**src/rtl/fetch_if.sv**
```systemverilog
// Fetch-stage bus between the fetch unit (master) and the ROM/decoder side (slave).
// The ROM returns the word addressed by rom_addr one clock later.
// bus carries that word to the decoder.
// A word on bus is meaningful only while bus_valid is high.
// inc is sampled at a clock edge only when bus_valid is high; when it is high, the decoder has consumed bus.
// state_dbg is 1 while the fetch FSM is in RUN and 0 while it is in PRIME.
interface fetch_if #(
  parameter int PC_WIDTH = 6,
  parameter int BW       = 24
);
  logic                inc;
  logic [BW-1:0]       rom_data;
  logic [PC_WIDTH-1:0] rom_addr;
  logic [BW-1:0]       bus;
  logic                bus_valid;
  logic [PC_WIDTH-1:0] pc;
  logic                state_dbg;

  modport master (
    input  inc, rom_data,
    output rom_addr, bus, bus_valid, pc, state_dbg
  );

  modport slave (
    output inc, rom_data,
    input  rom_addr, bus, bus_valid, pc, state_dbg
  );
endinterface

```
**src/rtl/fetch_unit.sv**
```systemverilog
// Program counter and instruction fetch in front of the decoder.
// This block also synchronises and debounces the SW8 push-switch.
module fetch_unit #(
  parameter int DATA_WIDTH = 8,
  parameter int ADDR_WIDTH = 5,
  parameter int INST_WIDTH = 6,
  parameter int PC_WIDTH   = 6,
  parameter int PROG_DEPTH = 64,
  parameter int DB_CYCLES  = 16
) (
  input  logic     clk,
  input  logic     n_reset,
  input  logic     sw8_raw,
  output logic     SW8,
  fetch_if.master  fif
);
  localparam int BW    = INST_WIDTH + 2 * ADDR_WIDTH + DATA_WIDTH;
  localparam int CNT_W = $clog2(DB_CYCLES + 1);
  localparam logic [PC_WIDTH-1:0] PC_LAST = PC_WIDTH'(PROG_DEPTH - 1);
  localparam logic [CNT_W-1:0]    CNT_END = CNT_W'(DB_CYCLES - 1);

  typedef enum logic {PRIME = 1'b0, RUN = 1'b1} state_t;

  state_t              state_q, state_d;
  logic [PC_WIDTH-1:0] pc_q, pc_d;
  logic                bus_valid_q, bus_valid_d;
  logic                s1_q, s2_q;
  logic                sw8_q, sw8_d;
  logic [CNT_W-1:0]    cnt_q, cnt_d;

  // The ROM is always addressed with the next PC.
  // Its registered read therefore lines up with pc_q, with no bubble between instructions.
  always_comb begin
    state_d     = state_q;
    pc_d        = pc_q;
    bus_valid_d = bus_valid_q;
    if (state_q == PRIME) begin
      state_d     = RUN;
      bus_valid_d = 1'b1;
      pc_d        = '0;
    end else begin
      bus_valid_d = 1'b1;
      if (fif.inc) pc_d = (pc_q == PC_LAST) ? '0 : pc_q + PC_WIDTH'(1);
    end
  end

  always_comb begin
    cnt_d = '0;
    sw8_d = sw8_q;
    if (s2_q != sw8_q) begin
      if (cnt_q == CNT_END) sw8_d = s2_q;
      else                  cnt_d = cnt_q + CNT_W'(1);
    end
  end

  always_ff @(posedge clk) begin
    if (!n_reset) begin
      state_q     <= PRIME;
      pc_q        <= '0;
      bus_valid_q <= 1'b0;
      s1_q        <= 1'b0;
      s2_q        <= 1'b0;
      sw8_q       <= 1'b0;
      cnt_q       <= '0;
    end else begin
      state_q     <= state_d;
      pc_q        <= pc_d;
      bus_valid_q <= bus_valid_d;
      s1_q        <= sw8_raw;
      s2_q        <= s1_q;
      sw8_q       <= sw8_d;
      cnt_q       <= cnt_d;
    end
  end

  assign fif.rom_addr  = pc_d;
  assign fif.bus       = fif.rom_data;
  assign fif.bus_valid = bus_valid_q;
  assign fif.pc        = pc_q;
  assign fif.state_dbg = (state_q == RUN);
  assign SW8           = sw8_q;

  if (BW != $bits(fif.rom_data)) begin : g_bw_check
    $error("fetch_unit: interface width does not match instruction format");
  end
endmodule

```
**src/flat_wrapper.sv**
```systemverilog
// flat-port wrapper written by rule: the top's interface ports become plain ports
module fetch_unit_flat 
#(
  parameter int DATA_WIDTH = 8,
  parameter int ADDR_WIDTH = 5,
  parameter int INST_WIDTH = 6,
  parameter int PC_WIDTH   = 6,
  parameter int PROG_DEPTH = 64,
  parameter int DB_CYCLES  = 16
)
  (clk, n_reset, sw8_raw, SW8, fif_inc, fif_rom_data, fif_rom_addr, fif_bus, fif_bus_valid, fif_pc, fif_state_dbg);
  fetch_if #(.PC_WIDTH(PC_WIDTH), .BW((24))) fif_i ();
  input  logic clk;
  input  logic n_reset;
  input  logic sw8_raw;
  output logic SW8;
  input wire logic [$bits(fif_i.inc)-1:0] fif_inc;
  input wire logic [$bits(fif_i.rom_data)-1:0] fif_rom_data;
  output wire logic [$bits(fif_i.rom_addr)-1:0] fif_rom_addr;
  output wire logic [$bits(fif_i.bus)-1:0] fif_bus;
  output wire logic [$bits(fif_i.bus_valid)-1:0] fif_bus_valid;
  output wire logic [$bits(fif_i.pc)-1:0] fif_pc;
  output wire logic [$bits(fif_i.state_dbg)-1:0] fif_state_dbg;
  assign fif_i.inc = fif_inc;
  assign fif_i.rom_data = fif_rom_data;
  assign fif_rom_addr = fif_i.rom_addr;
  assign fif_bus = fif_i.bus;
  assign fif_bus_valid = fif_i.bus_valid;
  assign fif_pc = fif_i.pc;
  assign fif_state_dbg = fif_i.state_dbg;
  fetch_unit #(.DATA_WIDTH(DATA_WIDTH), .ADDR_WIDTH(ADDR_WIDTH), .INST_WIDTH(INST_WIDTH), .PC_WIDTH(PC_WIDTH), .PROG_DEPTH(PROG_DEPTH), .DB_CYCLES(DB_CYCLES)) u_core (.clk(clk), .n_reset(n_reset), .sw8_raw(sw8_raw), .SW8(SW8), .fif(fif_i));
endmodule
```
**config.mk**
```make
export PLATFORM = sky130hd
export DESIGN_NAME = fetch_unit_flat
export DESIGN_NICKNAME = d
export VERILOG_FILES = /design/src/rtl/fetch_if.sv /design/src/rtl/fetch_unit.sv /design/src/flat_wrapper.sv
export SDC_FILE = /design/constraint.sdc
export NUM_CORES = 1
export LEC_CHECK = 0
export CAP_MARGIN = 25
export CORE_ASPECT_RATIO = 1.75
export CORE_MARGIN = 3
export CORE_UTILIZATION = 32
export CTS_CLUSTER_DIAMETER = 120
export DETAILED_ROUTE_END_ITERATION = 8
export PLACE_DENSITY = 0.78
export SLEW_MARGIN = 20
export SYNTH_ARGS = -nofsm -noshare
export SYNTH_HDL_FRONTEND = slang
export SYNTH_SLANG_ARGS = --single-unit
export TNS_END_PERCENT = 100
```
**constraint.sdc**
```tcl
create_clock -name clk -period 1.7 [get_ports clk]
set_clock_uncertainty 0.15 [all_clocks]
set_input_delay 0.255 -clock clk [delete_from_list [all_inputs] [get_ports clk]]
set_output_delay 0.255 -clock clk [all_outputs]
set_load 0.01 [all_outputs]
```
Word-level counts from Yosys, hierarchy flattened
Cells that the tools add are included.
- bits in registers: 15
- input bits: 28
- output and inout port bits: 39
- logic and storage cells: 19
- add/sub/neg operators: 2
- equal/unequal tests: 3
- muxes and demuxes: 4
- bitwise operators: 2
- reductions and logical operators: 2
- operators by type and width (cell ; number):
    $mux W6 ; 3
    $add A6 B1 Y6 const B ; 1
    $eq A6 B6 Y1 const B ; 1
    $add A5 B1 Y5 const B ; 1
    $eq A5 B4 Y1 const B ; 1
    $reduce_or A3 Y1 ; 1
    $not A1 Y1 ; 2
    $reduce_and A2 Y1 ; 1
    $mux W1 ; 1
    $ne A1 B1 Y1 ; 1

Logic depth before layout (Yosys ltp)
Gate-level depths: netlist (run 1).
- depth after elaboration: 4
- depth in mapped cells: 5
- mapped depth without buffers: 5

Worst setup path after synthesis (run 1)
OpenSTA, ideal clock, no wires.
- path type: reg2out
- start point: register u_core.pc_q[2], in the netlist u_core.fif.pc[2]
- end point: output fif_rom_addr[5]
- arrival time: 1.233 ns
- required time: 1.295 ns
- path slack: 0.062 ns
- cell stages (with the launch flop): 4
- path buffers: 0
- cell sequence: dfxtp_1 -> nand4_2 -> or3_1 -> a31oi_1
- longest elaborated chain between the ends: 4
- elaborated cells between the ends (all ways): 5
- classes of those cells: add/sub (1); eq/ne (1); mux (3)
- RTL lines (element ; RTL line ; source):
    start: declaration ; fetch_unit.sv:25 ; logic [PC_WIDTH-1:0] pc_q, pc_d;
    start signal: assignment ; fetch_unit.sv:67 ; pc_q <= pc_d;
    $add A6 B1 Y6 or $eq A6 B6 Y1 (tied branches) ; fetch_unit.sv:43 ; if (fif.inc) pc_d = (pc_q == PC_LAST) ? '0 : pc_q + PC_WIDTH'(1);
    $mux W6 * (2 in a row) ; fetch_unit.sv:43 ;
    $mux W6 * ; fetch_unit.sv:37 ; if (state_q == PRIME) begin
    end: declaration ; flat_wrapper.sv:19 ; output wire logic [$bits(fif_i.rom_addr)-1:0] fif_rom_addr;
Every way passes the cells marked *; elsewhere a longest branch is shown, timed or not.

Worst setup path after layout (run 1)
- start point: register u_core.pc_q[0], in the netlist u_core.fif.pc[0]
- end point: output fif_rom_addr[4]
The elaborated chain is that of the path after synthesis.

==> results of run 1 <==
[sequential cells by signal (all words and copies together) (netlist names)]
register / flops
u_core.fif.state_dbg: 1
u_core.s2_q: 1
u_core.cnt_q: 5
u_core.s1_q: 1
u_core.fif.pc: 6
u_core.SW8: 1
[synthesized netlist by cell type]
library cell,count
buf_4,26
dfxtp_1,15
nor2_1,12
nand2_1,5
and2_1,4
nand3_1,4
xor2_1,4
ha_1,3
inv_1,3
xnor2_1,3
and3_1,2
mux2i_1,2
nor2b_1,2
o21bai_1,2
a211oi_1,1
a21boi_0,1
a31oi_1,1
nand3b_1,1
nand4_1,1
nand4_2,1
nor3b_1,1
o21ai_0,1
or3_1,1
[through the flow]
| stage | cells | setup TNS [ps] | setup WS, ps |
|---|---|---|---|
| 3_3_place_gp | 127 | -3181 | -652.9 |
| 2_1_floorplan | 96 | 0 | 61.84 |
| 3_5_place_dp | 127 | -3208 | -655.3 |
| 6_report | 134 | -74.34 | -46.02 |
| 4_1_cts | 133 | -124.5 | -82.89 |
| 5_1_grt | 134 | -347.6 | -129.0 |
[routing by layer]
layer  up-vias  track usage (%)  wire, um
met5         -                0         0
met4         0            12.75       112
met3        18            1.961       107
met2        22            24.48      1077
met1       292            10.86       577
li1        313                -         -
[critical path: stages (launching register included)]
cell and delay, ps:
dfxtp_4 380, ha_4 170, nand4_1 110, xor2_1 230, nor2_1 60, buf_2 140
[area by class of cell]
class,instances,area share (%)
multi-input combinational,52,36.48
sequential,15,29.28
inverter,3,1.063
clock buffer,4,4.250
timing repair buffer,34,25.86
tap,26,3.070
[final timing paths]
check                                                  from                          to  slack, ps
worst max-delay path            u_core.fif.pc[0]$_SDFF_PN0_             fif_rom_addr[4]        -50
worst min-delay path                 u_core.s1_q$_SDFF_PN0_      u_core.s2_q$_SDFF_PN0_        300
worst max register to register   u_core.cnt_q[0]$_SDFF_PP0_  u_core.cnt_q[2]$_SDFF_PP0_        180
worst min register to register       u_core.s1_q$_SDFF_PN0_      u_core.s2_q$_SDFF_PN0_        300
[kinds of logic (layout without fill, tap and decap cells)]
| group | count (synthesis) | after routing | synth area share, % |
|---|---|---|---|
| AO/OA/AOI/OAI | 6 | 6 | 4.911 |
| multiplexers | 2 | 2 | 2.381 |
| buffers and inverters | 29 | 41 | 24.55 |
| adder cells (fa/ha/maj) | 3 | 3 | 4.465 |
| AND/OR/NAND/NOR | 34 | 34 | 20.68 |
| XOR/XNOR | 7 | 7 | 7.292 |
| flip-flops | 15 | 15 | 35.71 |
[power by group]
group | internal, mW | total (mW) | switching [mW]
Clock | 0.166 | 0.281 | 0.115
Sequential | 0.356 | 0.363 | 0.00689
Combinational | 0.0317 | 0.0586 | 0.0269
Total | 0.554 | 0.703 | 0.149
[what timing repair did]
action	in CTS	in global routing
gates resized for setup	42	5
setup buffers	2	1
pin swaps	6	5
setup endpoints to repair	10	7
==> impl_metrics.yaml, run 1 <==
sta:
  drv_slew: 0
  rsz0062_at_grt: "true"
  tightest_slew_ps: 269.1
  period_share_pct: 102.7
  fmax_mhz: 572.7
  relSlewSlack_pct: 81.95
  whs_ps: 296.7
  fin_crit_ps: 1746
  finalHoldViolCount: 0
  setup_ws_ps: -46.02
  setup_viol: 2
clock_tree:
  tritoncts: "built"
  cts-root-buf: "clkbuf_8"
  cts_buffers: 3
  clockBufferDepth: 2
  clk_latency_ps: 250
  hold_buffers: 0
  path_clk_slew_ps: 50
  numClockSinks: 15
  cts_max_level: 1
run_status:
  violations: "negative setup slack"
  status: "finished with violations"
setup_path:
  critical_path.max_fanout: 4
  cp-start-kind: "flop"
  end_kind: "output port"
  worstPathArrival_ps: 1340
  crit_type: "reg -> out"
  worst_ep_required_time_ps: 1290
  ff2ff_path_depth: 5
route:
  drc: 0
  detail-route-antenna-nets: 0
  vias: 645
  wl_mm: 1.874
  first_pass_iters: 2
  viasPerCell: 4.813
  drt_iter0_drc: 13
  wire_per_inst_um: 13.99
floorplan:
  ioPinCount: 67
  start_util_pct: 33.73
  die-area_um2: 3303
  die_h_um: 73.81
  coreArea_um2: 2492
  die_x_um: 44.75
  floorplan.rows: 24
synthesis:
  syn_inst: 96
  synth_cell_types: 23
  yosys.area.top_type: "dfxtp_1"
  ys_top_cells_by_area: "dfxtp_1 36%, buf_4 23%, nor2_1 5.4%, ha_1 4.5%, xor2_1 4.2%"
  synth-seq-cells: 15
  synth_top_area_share_pct: 35.71
  syn_avg_cell_area_um2: 8.758
  seq_area_frac_synth_pct: 35.71
  synth_area_um2: 840.8
  synth_nets: 127
  yosys_warnings: 0
global_route:
  overflow: 0
  grt_max_degree: 9
  track_usage_pct: 13.22
  antenna_found_initial: 0
  grt_pass1_wl_mm: 3.084
  grt_pass1_vias: 731
hold_path:
  holdPathStages: 1
  hold_class: "reg -> reg"
pwr:
  vdd_drop_max_mv: 0.5026
  fin_total_pwr_mw: 0.7030
  p_per_area_nw_per_um2: 663.3
  p_leak_nw: 0.5061
final_layout:
  post-route-util_pct: 42.52
  synthToLayoutAreaGrowth_pct: 26.04
  multiInputGateArea_um2: 386.6
  seq_area_um2: 310.3
  num_antenna_cells: 0
  fillers: 269
  drive_gt1_share_pct: 33.33
  final_common_cell: "buf_4"
  nets: 140
  final_cell_mix: "15 x buf_4, 12 x nor2_1, 11 x dfxtp_1"
  final_area_um2: 1060
placed_design:
  io_buffers: 18
  dp_hpwl_mm: 1.413
  place_area_um2: 955.9
  place.gp.congestion: 0.8285
flow_run:
  maxCapViolCount: 0
Note: power is estimated with default switching activity, not from simulation.
==> inputs of run 2 (changes only) <==
Settings changed: ABC_CLOCK_PERIOD_IN_PS set to 1700.
==> results of run 2 <==
No change in the layout: final DEF, timing and power equal those of run 1.
